===== src/rtl/bus_arbiter6.sv =====
// Round-robin arbiter sharing one downstream bus port among six requesters.
// The grant is held from acceptance until the final response beat.
module bus_arbiter6 #(
    parameter bit PRIO0_FIXED = 1'b0
) (
    input  logic       i_clk,
    input  logic       i_rst_n,
    input  logic [5:0] i_req,
    output logic       o_m_valid,
    input  logic       i_m_ready,
    input  logic       i_r_valid,
    input  logic       i_r_last,
    output logic [2:0] o_sel,
    output logic [5:0] o_gnt,
    output logic [5:0] o_done,
    output logic       o_busy
);

    typedef enum logic [1:0] {StIdle, StAddr, StData} state_e;

    state_e     r_state, w_state_next;
    logic [2:0] r_sel, w_sel_next;
    logic [5:0] r_gnt, w_gnt_next;
    logic [5:0] r_done, w_done_next;
    logic [2:0] r_ptr, w_ptr_next;

    logic       w_found;
    logic [2:0] w_win;
    logic [2:0] w_cand;

    // Winner search starts just after the previous winner; in fixed mode bit 0
    // pre-empts and the rotation covers 1..5 only.
    always_comb begin
        w_found = 1'b0;
        w_win   = 3'd0;
        w_cand  = 3'd0;
        if (PRIO0_FIXED && i_req[0]) begin
            w_found = 1'b1;
        end else begin
            for (int i = 1; i <= 6; i++) begin
                if (PRIO0_FIXED) begin
                    w_cand = 3'(((int'(r_ptr) + 4 + i) % 5) + 1);
                end else begin
                    w_cand = 3'((int'(r_ptr) + i) % 6);
                end
                if (!w_found && i_req[w_cand]) begin
                    w_found = 1'b1;
                    w_win   = w_cand;
                end
            end
        end
    end

    always_comb begin
        w_state_next = r_state;
        w_sel_next   = r_sel;
        w_gnt_next   = r_gnt;
        w_done_next  = 6'd0;
        w_ptr_next   = r_ptr;
        unique case (r_state)
            StIdle: begin
                // The cycle carrying done never arbitrates, so done precedes any new grant.
                if ((r_done == 6'd0) && w_found) begin
                    w_state_next = StAddr;
                    w_sel_next   = w_win;
                    w_gnt_next   = 6'b000001 << w_win;
                end
            end
            StAddr: begin
                if (i_m_ready) begin
                    w_state_next = StData;
                end
            end
            StData: begin
                if (i_r_valid && i_r_last) begin
                    w_state_next = StIdle;
                    w_gnt_next   = 6'd0;
                    w_done_next  = r_gnt;
                    w_ptr_next   = r_sel;
                end
            end
            default: begin
                w_state_next = StIdle;
                w_gnt_next   = 6'd0;
            end
        endcase
    end

    always_ff @(posedge i_clk or negedge i_rst_n) begin
        if (!i_rst_n) begin
            r_state <= StIdle;
            r_sel   <= 3'd0;
            r_gnt   <= 6'd0;
            r_done  <= 6'd0;
            r_ptr   <= 3'd5;
        end else begin
            r_state <= w_state_next;
            r_sel   <= w_sel_next;
            r_gnt   <= w_gnt_next;
            r_done  <= w_done_next;
            r_ptr   <= w_ptr_next;
        end
    end

    assign o_m_valid = (r_state == StAddr);
    assign o_busy    = (r_state != StIdle);
    assign o_sel     = r_sel;
    assign o_gnt     = r_gnt;
    assign o_done    = r_done;

endmodule


===== config.mk =====
export PLATFORM = sky130hd
export DESIGN_NAME = bus_arbiter6
export DESIGN_NICKNAME = d
export VERILOG_FILES = /design/src/rtl/bus_arbiter6.sv
export SDC_FILE = /design/constraint.sdc
export NUM_CORES = 1
export LEC_CHECK = 0
export ABC_AREA = 1
export ABC_CLOCK_PERIOD_IN_PS = 4300
export CORE_ASPECT_RATIO = 1.4
export CORE_MARGIN = 3
export CORE_UTILIZATION = 30
export DETAILED_ROUTE_END_ITERATION = 10
export GPL_TIMING_DRIVEN = 0
export PLACE_DENSITY = 0.46
export RECOVER_POWER = 25
export SLEW_MARGIN = 20
export SYNTH_ARGS = -nofsm -noshare
export SYNTH_HDL_FRONTEND = slang
export SYNTH_SLANG_ARGS = --single-unit

===== constraint.sdc =====
create_clock -name i_clk -period 4.3 [get_ports i_clk]
set_input_delay 0.86 -clock i_clk [delete_from_list [all_inputs] [get_ports i_clk]]
set_output_delay 0.86 -clock i_clk [all_outputs]
set_load 0.02 [all_outputs]

Word level (Yosys, flattened, before mapping)
Index checks and enable logic that the tools add are counted.
{ "totals": {"output_inout_bits": 17, "inputBits": 11, "regBits": 20, "word_cells": 82} }
{ "classes": {"bitwise": 1, "magnitude_cmp": 6, "eq_ne": 5, "addsub": 6, "muxes": 33, "reduce_logical": 19, "shifts": 1, "n_div": 6} }
{ "ops": {"columns": ["cell", "n"], "rows": [
  ["32-bit by 4-bit modulo with 32-bit output, second input constant", 6],
  ["3-bit by 4-bit less-than comparator with 1-bit output, second input constant", 6],
  ["6-bit 2-to-1 mux", 4],
  ["1-bit binary-select mux with 3-bit select", 6],
  ["3-bit 2-to-1 mux", 6],
  ["6-bit one-hot mux with 3 select lines", 1],
  ["3-bit by 3-bit adder with 4-bit output, second input constant", 3],
  ["1-bit 2-to-1 mux", 12],
  ["3-bit by 2-bit adder with 4-bit output, second input constant", 2],
  ["1-bit logical AND", 7],
  ["6-bit zero test", 1],
  ["2-bit 2-to-1 mux", 3],
  ["2-bit one-hot mux with 3 select lines", 1],
  ["3-bit AND reduction", 2],
  ["1-bit by 3-bit left shift with 6-bit output, first input constant", 1],
  ["1-bit zero test", 5],
  ["3-bit by 1-bit adder with 4-bit output, second input constant", 1],
  ["2-bit != test, second input constant", 2],
  ["2-bit AND reduction", 2],
  ["2-bit by 1-bit equality test with 1-bit output, second input constant", 1],
  ["2-bit equality test, second input constant", 1],
  ["2-bit zero test", 1],
  ["2-bit by 1-bit != test with 1-bit output, second input constant", 1],
  ["2-bit nonzero test", 1],
  ["1-bit NOT", 1]
]} }

Longest topological paths before layout
Gate-level depths: netlist of run 1.
{ "logic_depth": {"depth_word": 23, "depth_mapped": 25} }

Worst setup path after synthesis of run 1
No wires, ideal clock.
{ "synth_path": {"path_kind": "reg2reg", "startpoint": "register r_ptr[2]", "endpoint": "register r_gnt[0], in the netlist o_gnt[0]", "n_path_buf": 0, "required_ns": 4.184, "path_slack_ns": 1.493, "path_stages_with_launch": 22, "t_arrival_ns": 2.690, "synth_period_minus_slack_ns": 2.807, "setup_ns": 0.116, "path_cell_list": "dfstp_2 > inv_2 > ha_1 > a21oi_1 > inv_1 > ha_1 > inv_1 > nand2_1 > o21ai_2 > nand2_1 > nand2_1 > nand2_1 > nand2_1 > nand3_1 > nand2_2 > nand3_2 > nor2_1 > nor2_2 > nand2_1 > nor2_2 > nand2_1 > nand2_1"} }
{ "synth_between": {"elab_chain_len": 23} }
{ "synth_rtl": {"columns": ["element", "line", "source"], "rows": [
  ["start: declaration", "25", "logic [2:0] r_ptr, w_ptr_next;"],
  ["start signal: assignment", "101", "r_ptr <= w_ptr_next;"],
  ["3-bit by 1-bit adder with 4-bit output", "44", "w_cand = 3'((int'(r_ptr) + i) % 6);"],
  ["32-bit by 4-bit modulo with 32-bit output", "44", null],
  ["1-bit binary-select mux with 3-bit select", "46", "if (!w_found && i_req[w_cand]) begin"],
  ["1-bit 2-to-1 mux (implied by the code)", "46", null],
  ["1-bit 2-to-1 mux", "46", null],
  ["1-bit zero test", "46", null],
  ["1-bit logical AND", "46", null],
  ["1-bit 2-to-1 mux", "46", null],
  ["[... 7 more ...]", null, null],
  ["1-bit logical AND", "46", null],
  ["1-bit 2-to-1 mux", "46", null],
  ["1-bit zero test", "46", null],
  ["1-bit logical AND", "46", null],
  ["3-bit 2-to-1 mux / 1-bit 2-to-1 mux (equally long branches)", "46", null],
  ["1-bit by 3-bit left shift with 6-bit output / 1-bit logical AND (equally long branches)", "66, 63", null],
  ["6-bit 2-to-1 mux / 2-bit != test (equally long branches)", null, null],
  ["6-bit one-hot mux with 3 select lines / 3-bit AND reduction (equally long branches)", null, null],
  ["end signal: assignment", "99", "r_gnt <= w_gnt_next;"],
  ["end: declaration", "23", "logic [5:0] r_gnt, w_gnt_next;"]
]} }
Several ways; a longest one is shown, not always the timed one. The select of a mux whose other input is x is not followed.
A chain may end at the register's enable or synchronous reset.

Final worst setup path of run 1
Ends and elaborated chain as after synthesis.

==> impl_metrics.prom, run 1 <==
# TYPE chip_impl_metric gauge
chip_impl_info{name="outcome",value="completed"} 1
chip_impl_metric{name="clock-sinks",unit=""} 20
chip_impl_metric{name="synth_nets",unit=""} 293
chip_impl_metric{name="timing.hold.worst_path_depth",unit=""} 2
chip_impl_metric{name="first_global_vias",unit=""} 1909
chip_impl_metric{name="achievable-frequency",unit="GHz"} 0.3006
chip_impl_info{name="cp_slowest_cell",value="dfstp_2"} 1
chip_impl_metric{name="post_synthesis_xor_xnor_area_fraction",unit="%"} 0
chip_impl_metric{name="number_of_buffers_created_by_cts",unit=""} 3
chip_impl_info{name="setup.worst_path.start_class",value="register"} 1
chip_impl_metric{name="worstPathRequired",unit="ns"} 4.50
chip_impl_metric{name="grt_start_max_net_pins",unit=""} 21
chip_impl_metric{name="post_drt_wl_per_cell",unit="um"} 12.72
chip_impl_metric{name="row_count",unit=""} 33
chip_impl_info{name="worst-setup-path-type",value="reg2reg"} 1
chip_impl_metric{name="netlist-cell-type-count",unit=""} 37
chip_impl_metric{name="synth_mux_area_share",unit="%"} 1.072
chip_impl_metric{name="cp_max_fo",unit=""} 10
chip_impl_metric{name="cap_viol_max_count",unit=""} 0
chip_impl_metric{name="cts.repair.resized",unit=""} 0
chip_impl_metric{name="tns",unit="ns"} 0
chip_impl_metric{name="clkTransAtPathRegs",unit="ns"} 0.07
chip_impl_metric{name="worst_endpoint_data_arrival_time",unit="ns"} 3.52
chip_impl_info{name="top_post_synthesis_cells_by_area",value="dfrtp_1, nand2_1, nand3_1"} 1
chip_impl_metric{name="globalplace.congestion",unit=""} 0.8313
chip_impl_metric{name="global_route.overflow_total",unit=""} 0
chip_impl_metric{name="first_pass_iters",unit=""} 4
chip_impl_metric{name="holdBufCountCts",unit=""} 0
chip_impl_metric{name="final_hold_viol_count",unit=""} 0
chip_impl_metric{name="io_pins",unit=""} 28
chip_impl_metric{name="synth_compound_gate_area_share",unit="%"} 8.640
chip_impl_metric{name="syn_inst",unit=""} 272
chip_impl_info{name="worstSetupEndpointType",value="register"} 1
chip_impl_metric{name="yosysSeqAreaShare",unit="%"} 26.93
chip_impl_metric{name="drive_above_1_share",unit="%"} 17.82
chip_impl_info{name="terminating_pin_of_the_worst_hold_path",value="o_gnt[3]"} 1
chip_impl_info{name="cp_top_family",value="simple AND/OR/NAND/NOR gates"} 1
chip_impl_metric{name="setup.reg_to_reg.worst_slack",unit="ns"} 0.97
chip_impl_metric{name="io_buffer_count",unit=""} 27
chip_impl_info{name="cts_tree",value="yes"} 1
chip_impl_metric{name="area_growth",unit="%"} 22.97
chip_impl_info{name="critical-path-top-cell-by-count",value="nand2_1"} 1
chip_impl_info{name="r2r_start",value="r_ptr[2]"} 1
chip_impl_metric{name="final_design_area_no_fill",unit="mm2"} 0.002297
chip_impl_info{name="timing.hold.worst.class",value="reg2reg"} 1
chip_impl_metric{name="antenna_found_initial",unit=""} 0
chip_impl_metric{name="synthesis_stage_register_bit_count",unit=""} 20
chip_impl_metric{name="cts.htree.levels",unit=""} 1
chip_impl_metric{name="dpl.hpwl",unit="um"} 3998
chip_impl_metric{name="groute.usage.overall",unit="%"} 14.51
chip_impl_metric{name="clock_path_buffers",unit=""} 2
chip_impl_metric{name="worst_skew_pair.late_latency",unit="ns"} 0.26
chip_impl_metric{name="initial_core_util",unit="%"} 31.42
chip_impl_metric{name="antenna-diode-count",unit=""} 0
chip_impl_metric{name="postCtsSetupRepairBufs",unit=""} 0
chip_impl_metric{name="timing.max_slew.rel_slack",unit="%"} 39.44
chip_impl_metric{name="drc_errors",unit=""} 0
chip_impl_metric{name="yosys.area_share.adder",unit="%"} 6.698
chip_impl_metric{name="per_instance_average_area_after_synthesis",unit="um2"} 6.868
chip_impl_metric{name="critical_path.max_stage_delay",unit="ns"} 0.64
chip_impl_metric{name="die_y",unit="um"} 99.37
chip_impl_info{name="post-synth-top-area-cell",value="dfrtp_1"} 1
chip_impl_metric{name="layout_worst_path_cycle_share",unit="%"} 77.37
chip_impl_info{name="clk_root_buffer_cell",value="clkbuf_8"} 1
chip_impl_metric{name="drt_iter0_markers",unit=""} 63
chip_impl_metric{name="timing.final.crit_period",unit="ns"} 3.327
chip_impl_metric{name="yosys_warnings",unit=""} 0
chip_impl_info{name="hold_path_startpoint",value="o_gnt[3]"} 1
chip_impl_metric{name="ant_nets",unit=""} 0
chip_impl_metric{name="post_drt_via_cell_ratio",unit=""} 4.761
chip_impl_metric{name="worst-path-buf-inv",unit=""} 3
chip_impl_metric{name="final_setup_violation_count",unit=""} 0
chip_impl_metric{name="worst_r2r_path_depth",unit=""} 20
chip_impl_metric{name="synth_top_area_share",unit="%"} 24.11
chip_impl_metric{name="die_area",unit="mm2"} 0.007223
chip_impl_metric{name="routed_wirelength",unit="um"} 4743
chip_impl_metric{name="num_vias",unit=""} 1776
chip_impl_metric{name="synthesis.area",unit="mm2"} 0.001868
chip_impl_metric{name="timing.final.max_slew_violations",unit=""} 0
chip_impl_metric{name="dpl_cell_area",unit="mm2"} 0.002226
chip_impl_metric{name="slew_at_the_pin_with_the_worst_max_slew_slack",unit="ns"} 0.9055
chip_impl_metric{name="fin_util",unit="%"} 38.64
chip_impl_info{name="crit_chain",value="inv_2 -> ha_1 -> a21oi_1 -> inv_1 -> ha_1 -> inv_1 -> nand2_1 -> o21ai_2 -> nand2_1 -> nand2_1 -> nand2_1 -> nand2_1 -> nand3_1 -> nand2_2 -> nor2_4 -> nand2_2 -> nand3_2 -> nor2_2 -> nand2_1 -> nand2_1"} 1
chip_impl_info{name="regToRegEndpoint",value="o_gnt[0]"} 1
chip_impl_metric{name="floorplan.core_area",unit="mm2"} 0.005946
chip_impl_metric{name="grt_first_pass_wirelength",unit="um"} 8480
chip_impl_info{name="synth_top_family_by_area",value="simple AND/OR/NAND/NOR gates"} 1
chip_impl_metric{name="post_synth_and_or_nand_nor_area_fraction",unit="%"} 47.56
chip_impl_metric{name="finalClockSkew",unit="ns"} 0.001109
chip_impl_metric{name="floorplan.die.width",unit="um"} 72.69
chip_impl_info{name="grt_setup_unrepaired",value="no"} 1
chip_impl_metric{name="num-nets-final",unit=""} 325
worst reg2reg max path: stages, from the launching register on:
cell and delay (ns):
dfstp_2 0.64, inv_2 0.10, ha_1 0.30, a21oi_1 0.26, inv_1 0.11, ha_1 0.30, inv_1 0.05, nand2_1 0.05
o21ai_2 0.19, nand2_1 0.09, nand2_1 0.11, nand2_1 0.13, nand2_1 0.08, nand3_1 0.09, nand2_2 0.14, nor2_4 0.06
nand2_2 0.08, nand3_2 0.14, nor2_2 0.21, nand2_1 0.07, nand2_1 0.06
area by class of cell:
type / count / area, um2
Fill cell: 649 / 3649
Multi-Input combinational cell: 209 / 1195
Tap cell: 70 / 87.58
Clock inverter: 1 / 30.03
Clock buffer: 3 / 41.29
Buffer: 3 / 20.02
Inverter: 40 / 150.1
Sequential cell: 20 / 503.0
Timing Repair Buffer: 27 / 270.3
registers in the layout (all words and copies together) (netlist names):
register	flops
o_sel	3
r_ptr	3
r_state	2
o_done	6
o_gnt	6
cells by family after synthesis:
logic type	after synthesis
simple gates	173
buf+inv	43
compound gates	24
flops	20
fa+ha+maj	10
mux	2
placed cells by master, fill, tap and decap left out, types with 4 or more instances in the layout:
| master | count |
|---|---|
| clkdlybuf4s50_1 | 26 |
| nand3_2 | 6 |
| nor2_1 | 25 |
| inv_1 | 35 |
| nand3_1 | 32 |
| nand2_2 | 15 |
| nand2_1 | 73 |
| o21ai_2 | 4 |
| dfrtp_1 | 18 |
| o21ai_0 | 5 |
| a21oi_1 | 5 |
| inv_2 | 5 |
| ha_1 | 10 |
synth_stat cells:
cell type / n
ha_1: 10
or4_1: 1
buf_2: 1
nand4_2: 2
or2_2: 1
buf_6: 1
o211ai_1: 2
nor2_1: 25
o21ai_2: 4
clkbuf_1: 1
nor2_4: 1
a31oi_1: 1
dfstp_2: 2
nor2_2: 2
inv_2: 5
o21ai_1: 3
o21ai_0: 5
nor3_1: 3
nand2_4: 3
a32o_1: 1
mux2i_1: 2
or2_1: 1
a31oi_2: 1
a21oi_1: 5
and2_2: 1
nor2_8: 1
nand2_2: 15
a21oi_2: 1
a31o_2: 1
nand3_4: 2
nand3b_1: 1
nand3_2: 6
inv_1: 35
dfrtp_1: 18
nand4_1: 3
nand3_1: 32
nand2_1: 73
per-layer routing:
| layer | track usage (%) | vias to the layer above | wire (um) |
|---|---|---|---|
| met3 | 1.618 | 8 | 144 |
| met1 | 16.82 | 806 | 2018 |
| met4 | 4.119 | 0 | 62 |
| met2 | 27.26 | 26 | 2517 |
| li1 | - | 936 | - |
| met5 | 0 | - | 0 |
how the worst max path moves through the flow:
| stage | end | cells after the start | start | slack (ns) |
|---|---|---|---|---|
| final | o_gnt[0] | 20 | r_ptr[2] | 0.97 |
| after global routing | o_gnt[1] | 20 | r_ptr[2] | 0.56 |
| after CTS | o_gnt[1] | 20 | r_ptr[2] | 0.90 |
| after detailed placement | o_gnt[1] | 20 | r_ptr[2] | 0.93 |
| after global placement | o_gnt[1] | 20 | r_ptr[2] | 0.94 |
| after floorplan | o_gnt[0] | 21 | r_ptr[2] | 1.49 |
stage by stage:
step                cells  setup slack, ns  hold slack [ns]
floorplan             272            1.493           0.5334
global placement      369           0.9381           0.5190
detailed placement    369           0.9314           0.5118
CTS                   373           0.8990           0.5306
global route          373           0.5594           0.5486
finish                373           0.9732           0.5282
Power of run 1 is left out: the tool's default activity adds up to more than one toggle a clock period on the data nets, which glitch-free logic cannot reach.
==> inputs of run 2 (changes only) <==
Settings changed: ABC_CLOCK_PERIOD_IN_PS 4300 to 3000, PLACE_DENSITY 0.46 to 0.48.
Clock period 4.3 ns to 3 ns, I/O delays scaled along.
==> impl_metrics.prom, run 2 (synthesis gave the netlist of run 1 again) <==
# TYPE chip_impl_metric gauge
chip_impl_metric{name="die_y",unit="um"} 99.37
chip_impl_info{name="timing.hold.worst.class",value="reg2reg"} 1
chip_impl_info{name="clk_root_buffer_cell",value="clkbuf_8"} 1
chip_impl_info{name="worstSetupEndpointType",value="register"} 1
chip_impl_metric{name="final_design_area_no_fill",unit="mm2"} 0.002655
chip_impl_metric{name="ant_nets",unit=""} 0
chip_impl_info{name="most-common-layout-cells",value="nand2_1, inv_1, clkdlybuf4s50_1"} 1
chip_impl_info{name="cts_tree",value="yes"} 1
chip_impl_metric{name="grt_start_max_net_pins",unit=""} 21
chip_impl_metric{name="area_growth",unit="%"} 42.13
chip_impl_info{name="cp_slowest_cell",value="dfstp_2"} 1
chip_impl_metric{name="finalClockSkew",unit="ns"} 0.006165
chip_impl_metric{name="antenna_found_initial",unit=""} 0
chip_impl_metric{name="routed_wirelength",unit="um"} 5050
chip_impl_metric{name="worst_skew_pair.late_latency",unit="ns"} 0.26
chip_impl_info{name="critical-path-top-cell-by-count",value="nand2_2"} 1
chip_impl_metric{name="final_setup_violation_count",unit=""} 0
chip_impl_metric{name="achievable-frequency",unit="GHz"} 0.3484
chip_impl_metric{name="clkTransAtPathRegs",unit="ns"} 0.08
chip_impl_metric{name="timing.final.max_slew_violations",unit=""} 0
chip_impl_metric{name="row_count",unit=""} 33
chip_impl_info{name="crit_chain",value="buf_6 -> buf_8 -> ha_4 -> a21oi_4 -> inv_2 -> ha_4 -> nor2_2 -> nand3_1 -> nand2_2 -> nand2_2 -> nand2_2 -> nand3_1 -> nand3_2 -> nand2_4 -> nor2_8 -> nand2_4 -> nor2_4 -> nand2_4 -> nand2_2 -> nand2_2 -> nand3_4 -> nand2_1 -> nand2_1"} 1
chip_impl_metric{name="cp_max_fo",unit=""} 7
chip_impl_metric{name="drc_errors",unit=""} 0
chip_impl_metric{name="holdBufCountCts",unit=""} 0
chip_impl_metric{name="cts.htree.levels",unit=""} 1
chip_impl_metric{name="first_pass_iters",unit=""} 4
chip_impl_metric{name="floorplan.die.width",unit="um"} 72.69
chip_impl_metric{name="layout_worst_path_cycle_share",unit="%"} 95.67
chip_impl_metric{name="antenna-diode-count",unit=""} 0
chip_impl_metric{name="timing.max_slew.rel_slack",unit="%"} 42.25
chip_impl_info{name="hold_path_startpoint",value="o_gnt[5]"} 1
chip_impl_metric{name="io_pins",unit=""} 28
chip_impl_metric{name="worst_endpoint_data_arrival_time",unit="ns"} 3.07
chip_impl_metric{name="critical_path.max_stage_delay",unit="ns"} 0.57
chip_impl_metric{name="global_route.overflow_total",unit=""} 0
chip_impl_metric{name="post_drt_via_cell_ratio",unit=""} 4.779
chip_impl_metric{name="globalplace.congestion",unit=""} 0.7692
chip_impl_info{name="worst-setup-path-type",value="reg2reg"} 1
chip_impl_info{name="timing.critical_path.from",value="r_ptr[2]"} 1
chip_impl_metric{name="final.fill_count",unit=""} 608
chip_impl_metric{name="dpl_cell_area",unit="mm2"} 0.002226
chip_impl_metric{name="tns",unit="ns"} 0
chip_impl_metric{name="groute.usage.overall",unit="%"} 14.28
chip_impl_metric{name="num-nets-final",unit=""} 341
chip_impl_metric{name="num_vias",unit=""} 1859
chip_impl_info{name="setup.worst_path.start_class",value="register"} 1
chip_impl_metric{name="clock_path_buffers",unit=""} 2
chip_impl_metric{name="drive_above_1_share",unit="%"} 33.54
chip_impl_metric{name="number_of_buffers_created_by_cts",unit=""} 3
chip_impl_metric{name="floorplan.core_area",unit="mm2"} 0.005946
chip_impl_metric{name="drt_iter0_markers",unit=""} 65
chip_impl_info{name="grt_setup_unrepaired",value="yes"} 1
chip_impl_metric{name="initial_core_util",unit="%"} 31.42
chip_impl_metric{name="first_global_vias",unit=""} 1809
chip_impl_metric{name="slew_at_the_pin_with_the_worst_max_slew_slack",unit="ns"} 0.8634
chip_impl_metric{name="dpl.hpwl",unit="um"} 3918
chip_impl_metric{name="grt_first_pass_wirelength",unit="um"} 8286
chip_impl_metric{name="io_buffer_count",unit=""} 27
chip_impl_info{name="r2r_start",value="r_ptr[2]"} 1
chip_impl_metric{name="clock-sinks",unit=""} 20
chip_impl_metric{name="final_hold_viol_count",unit=""} 0
chip_impl_info{name="outcome",value="completed"} 1
chip_impl_metric{name="post_drt_wl_per_cell",unit="um"} 12.98
chip_impl_metric{name="cap_viol_max_count",unit=""} 0
chip_impl_metric{name="die_area",unit="mm2"} 0.007223
chip_impl_metric{name="worstPathRequired",unit="ns"} 3.20
chip_impl_metric{name="timing.final.crit_period",unit="ns"} 2.870
chip_impl_info{name="most_common_cell_after_layout_fill_and_taps_aside",value="nand2_1"} 1
## run 2: layout make-up
class / count / area, um2 / area share [%]
repair buffers: 43 / 405.4 / 15.27
well taps: 70 / 87.58 / 3.299
plain buffers: 3 / 20.02 / 0.7540
clock buffers: 3 / 41.29 / 1.555
clock inverters: 1 / 30.03 / 1.131
inverters: 40 / 157.7 / 5.938
flip-flops and latches: 20 / 504.2 / 18.99
multi-input cells: 209 / 1409 / 53.06
## run 2: worst paths after layout
path	endpoint	slack, ns	cells after the start
setup / recovery	o_gnt[2]	0.13	23
hold / removal	o_gnt[5]	0.52	2
setup reg to reg	o_gnt[2]	0.13	23
hold reg to reg	o_gnt[5]	0.52	2
max in group asynchronous	r_ptr[1]	1.52	1
min in group asynchronous	o_done[0]	0.89	1
## run 2: layer usage
metal	share of wire, %	track usage, %
met4	1.7	2.841
met1	40	16.18
met3	1.9	1.314
met2	56	28.03
met5	0	0
## run 2: stage by stage
stage | hold WS (ns) | instances | worst slack (ns) | util [%]
global placement | 0.5025 | 369 | -0.3291 | 37.44
CTS | 0.5258 | 380 | 0.0008717 | 41.08
floorplan | 0.3044 | 272 | 0.1932 | -
finish | 0.5182 | 389 | 0.1298 | 44.65
global route | 0.5568 | 389 | -0.09837 | 44.65
detailed placement | 0.5085 | 369 | -0.3598 | 37.44
## run 2: repair_timing
item,in CTS,in global routing
setup buffers,7,9
pin swaps,9,24
endpoints found under the setup margin,11,11
resized for setup,22,35
endpoints found under the hold margin,0,0
## run 2: critical path: cells and delay by family, from the launching register on
kind / cells / cell delay, ns
adder cells (fa/ha/maj): 2 / 0.35
AND/OR/NAND/NOR: 17 / 1.52
buffers and inverters: 3 / 0.31
AO/OA/AOI/OAI: 1 / 0.04
flip-flops: 1 / 0.57
Power of run 2 is left out for the same reason.
==> inputs of run 3 (changes only) <==
Settings changed: ABC_CLOCK_PERIOD_IN_PS 3000 to 2330.
Clock period 3 ns to 2.33 ns, I/O delays scaled along.
==> impl_metrics.prom, run 3 (synthesis gave the netlist of run 1 again) <==
# TYPE chip_impl_metric gauge
chip_impl_info{name="timing.hold.worst.class",value="reg2reg"} 1
chip_impl_metric{name="worstPathRequired",unit="ns"} 2.53
chip_impl_info{name="clk_root_buffer_cell",value="clkbuf_8"} 1
chip_impl_metric{name="post_drt_via_cell_ratio",unit=""} 4.903
chip_impl_metric{name="timing.max_slew.rel_slack",unit="%"} 39.88
chip_impl_metric{name="grt_start_max_net_pins",unit=""} 21
chip_impl_metric{name="worst_skew_pair.late_latency",unit="ns"} 0.26
chip_impl_info{name="regToRegEndpoint",value="o_gnt[0]"} 1
chip_impl_metric{name="timing.final.crit_period",unit="ns"} 2.789
chip_impl_metric{name="clock_path_buffers",unit=""} 2
chip_impl_metric{name="first_global_vias",unit=""} 1951
chip_impl_metric{name="number_of_buffers_created_by_cts",unit=""} 3
chip_impl_metric{name="first_pass_iters",unit=""} 4
chip_impl_metric{name="drive_above_1_share",unit="%"} 42.42
chip_impl_info{name="r2r_start",value="r_ptr[0]"} 1
chip_impl_info{name="failed_checks",value="negative setup slack"} 1
chip_impl_metric{name="final_hold_viol_count",unit=""} 0
chip_impl_metric{name="final_setup_violation_count",unit=""} 11
chip_impl_info{name="grt_setup_unrepaired",value="yes"} 1
chip_impl_metric{name="cts.htree.levels",unit=""} 1
chip_impl_metric{name="io_pins",unit=""} 28
chip_impl_metric{name="area_growth",unit="%"} 52.71
chip_impl_metric{name="timing.hold.ws",unit="ns"} 0.5219
chip_impl_metric{name="floorplan.core_area",unit="mm2"} 0.005946
chip_impl_metric{name="global_route.overflow_total",unit=""} 0
chip_impl_metric{name="timing.final.max_slew_violations",unit=""} 0
chip_impl_metric{name="num_vias",unit=""} 1961
chip_impl_metric{name="num-nets-final",unit=""} 352
chip_impl_metric{name="cap_viol_max_count",unit=""} 0
chip_impl_metric{name="achievable-frequency",unit="GHz"} 0.3585
chip_impl_metric{name="post_drt_wl_per_cell",unit="um"} 13.09
chip_impl_metric{name="finalClockSkew",unit="ns"} 0.005137
chip_impl_metric{name="die_y",unit="um"} 99.37
chip_impl_metric{name="ant_nets",unit=""} 0
chip_impl_info{name="most-common-layout-cells",value="nand2_1, nand2_2, inv_1"} 1
chip_impl_metric{name="setup_ws",unit="ns"} -0.4594
chip_impl_metric{name="clkTransAtPathRegs",unit="ns"} 0.07
chip_impl_info{name="setup.worst_path.start_class",value="register"} 1
chip_impl_metric{name="initial_core_util",unit="%"} 31.42
chip_impl_metric{name="grt_first_pass_wirelength",unit="um"} 8811
chip_impl_metric{name="cp_max_fo",unit=""} 5
chip_impl_metric{name="fin_util",unit="%"} 47.98
chip_impl_metric{name="clock-sinks",unit=""} 20
chip_impl_metric{name="antenna-diode-count",unit=""} 0
chip_impl_metric{name="worst_r2r_path_depth",unit=""} 22
chip_impl_metric{name="antenna_found_initial",unit=""} 0
chip_impl_metric{name="io_buffer_count",unit=""} 27
chip_impl_metric{name="dpl.hpwl",unit="um"} 4114
chip_impl_metric{name="groute.usage.overall",unit="%"} 15.18
chip_impl_metric{name="globalplace.congestion",unit=""} 0.8508
chip_impl_metric{name="routed_wirelength",unit="um"} 5237
chip_impl_info{name="outcome",value="complete, but fails checks"} 1
chip_impl_info{name="cts_tree",value="yes"} 1
chip_impl_metric{name="floorplan.die.width",unit="um"} 72.69
chip_impl_metric{name="layout_worst_path_cycle_share",unit="%"} 119.7
chip_impl_info{name="most_common_cell_after_layout_fill_and_taps_aside",value="nand2_1"} 1
chip_impl_metric{name="die_area",unit="mm2"} 0.007223
chip_impl_metric{name="worst_endpoint_data_arrival_time",unit="ns"} 2.99
chip_impl_metric{name="final.fill_count",unit=""} 619
chip_impl_metric{name="drt_iter0_markers",unit=""} 57
chip_impl_metric{name="slew_at_the_pin_with_the_worst_max_slew_slack",unit="ns"} 0.8988
chip_impl_metric{name="setup.reg_to_reg.worst_slack",unit="ns"} -0.46
chip_impl_metric{name="drc_errors",unit=""} 0
chip_impl_metric{name="timing.hold.worst_path_depth",unit=""} 2
chip_impl_info{name="hold_path_startpoint",value="o_gnt[2]"} 1
chip_impl_info{name="terminating_pin_of_the_worst_hold_path",value="o_gnt[2]"} 1
chip_impl_metric{name="row_count",unit=""} 33
chip_impl_info{name="worst-setup-path-type",value="reg2reg"} 1
chip_impl_info{name="worstSetupEndpointType",value="register"} 1
run 3: changes by cell type in the layout (fill, tap and decap cells not counted), moves of 2 or more:
cell and change:
nand3_1 -2, inv_4 +3, inv_1 -4, nand2_1 -12
nand3_4 +3, nand2_2 +9, buf_4 +11, buf_6 +2
nor2_2 +2, nor2_1 -3, nand2_4 +3
run 3: critical path, cell delays in order (launching register included):
cell	delay, ns
dfstp_2	0.62
inv_6	0.04
ha_4	0.17
inv_2	0.05
nand2_2	0.05
nand2_4	0.07
ha_4	0.19
nor2_2	0.07
nand3_1	0.08
nand2_2	0.13
nand3_1	0.11
nand2_2	0.11
inv_2	0.04
nand3_2	0.07
nand2_4	0.09
buf_4	0.15
nand3b_1	0.08
nand3_1	0.09
nor2_2	0.14
nand2_2	0.10
nor2_4	0.13
nand2_1	0.08
nand2_2	0.05
run 3: metal layers:
metal | global-route usage (%) | up-vias | part of all wire, %
met4 | 4.545 | 0 | 0.59
met1 | 17.35 | 935 | 39
met3 | 1.618 | 4 | 2.8
met2 | 28.72 | 29 | 57
li1 | - | 993 | -
met5 | 0 | - | 0
run 3: cell type report:
type	instances	area (um2)	area share [%]
Multi-Input combinational cell	209	1525	53.46
Sequential cell	20	504.2	17.68
Timing Repair Buffer	55	495.5	17.37
Inverter	40	170.2	5.965
Tap cell	70	87.58	3.070
Clock buffer	4	55.05	1.930
Buffer	2	15.01	0.5263
run 3: worst max path at each step:
stage / start / endpoint / slack, ns / depth (start not counted)
after CTS: r_ptr[0] / o_gnt[4] / -0.51 / 23
after global routing: r_ptr[0] / o_gnt[0] / -0.67 / 22
after detailed placement: r_ptr[0] / o_gnt[0] / -0.77 / 21
after global placement: r_ptr[2] / o_gnt[1] / -0.77 / 20
after floorplan: r_ptr[0] / o_gnt[2] / -0.36 / 22
final: r_ptr[0] / o_gnt[0] / -0.46 / 22
run 3: stage by stage:
step / cells / TNS (ns) / setup WS [ns] / instance area [um2]
after floorplan: 272 / -3.651 / -0.3569 / 1956
after CTS: 389 / -5.401 / -0.5129 / 2603
after detailed placement: 369 / -7.957 / -0.7745 / 2313
after global placement: 369 / -7.767 / -0.7675 / 2313
after global routing: 400 / -6.977 / -0.6737 / 2853
final: 400 / -4.672 / -0.4594 / 2853
run 3: what timing repair did:
item | in CTS | in global routing
buffers inserted | 17 | 11
gates resized for setup | 29 | 44
endpoints found under the setup margin | 11 | 11
hold buffers | 0 | 0
endpoints found under the hold margin | 0 | 0
pin swaps | 30 | 39
gates cloned | 0 | 0
Power of run 3 is left out for the same reason.
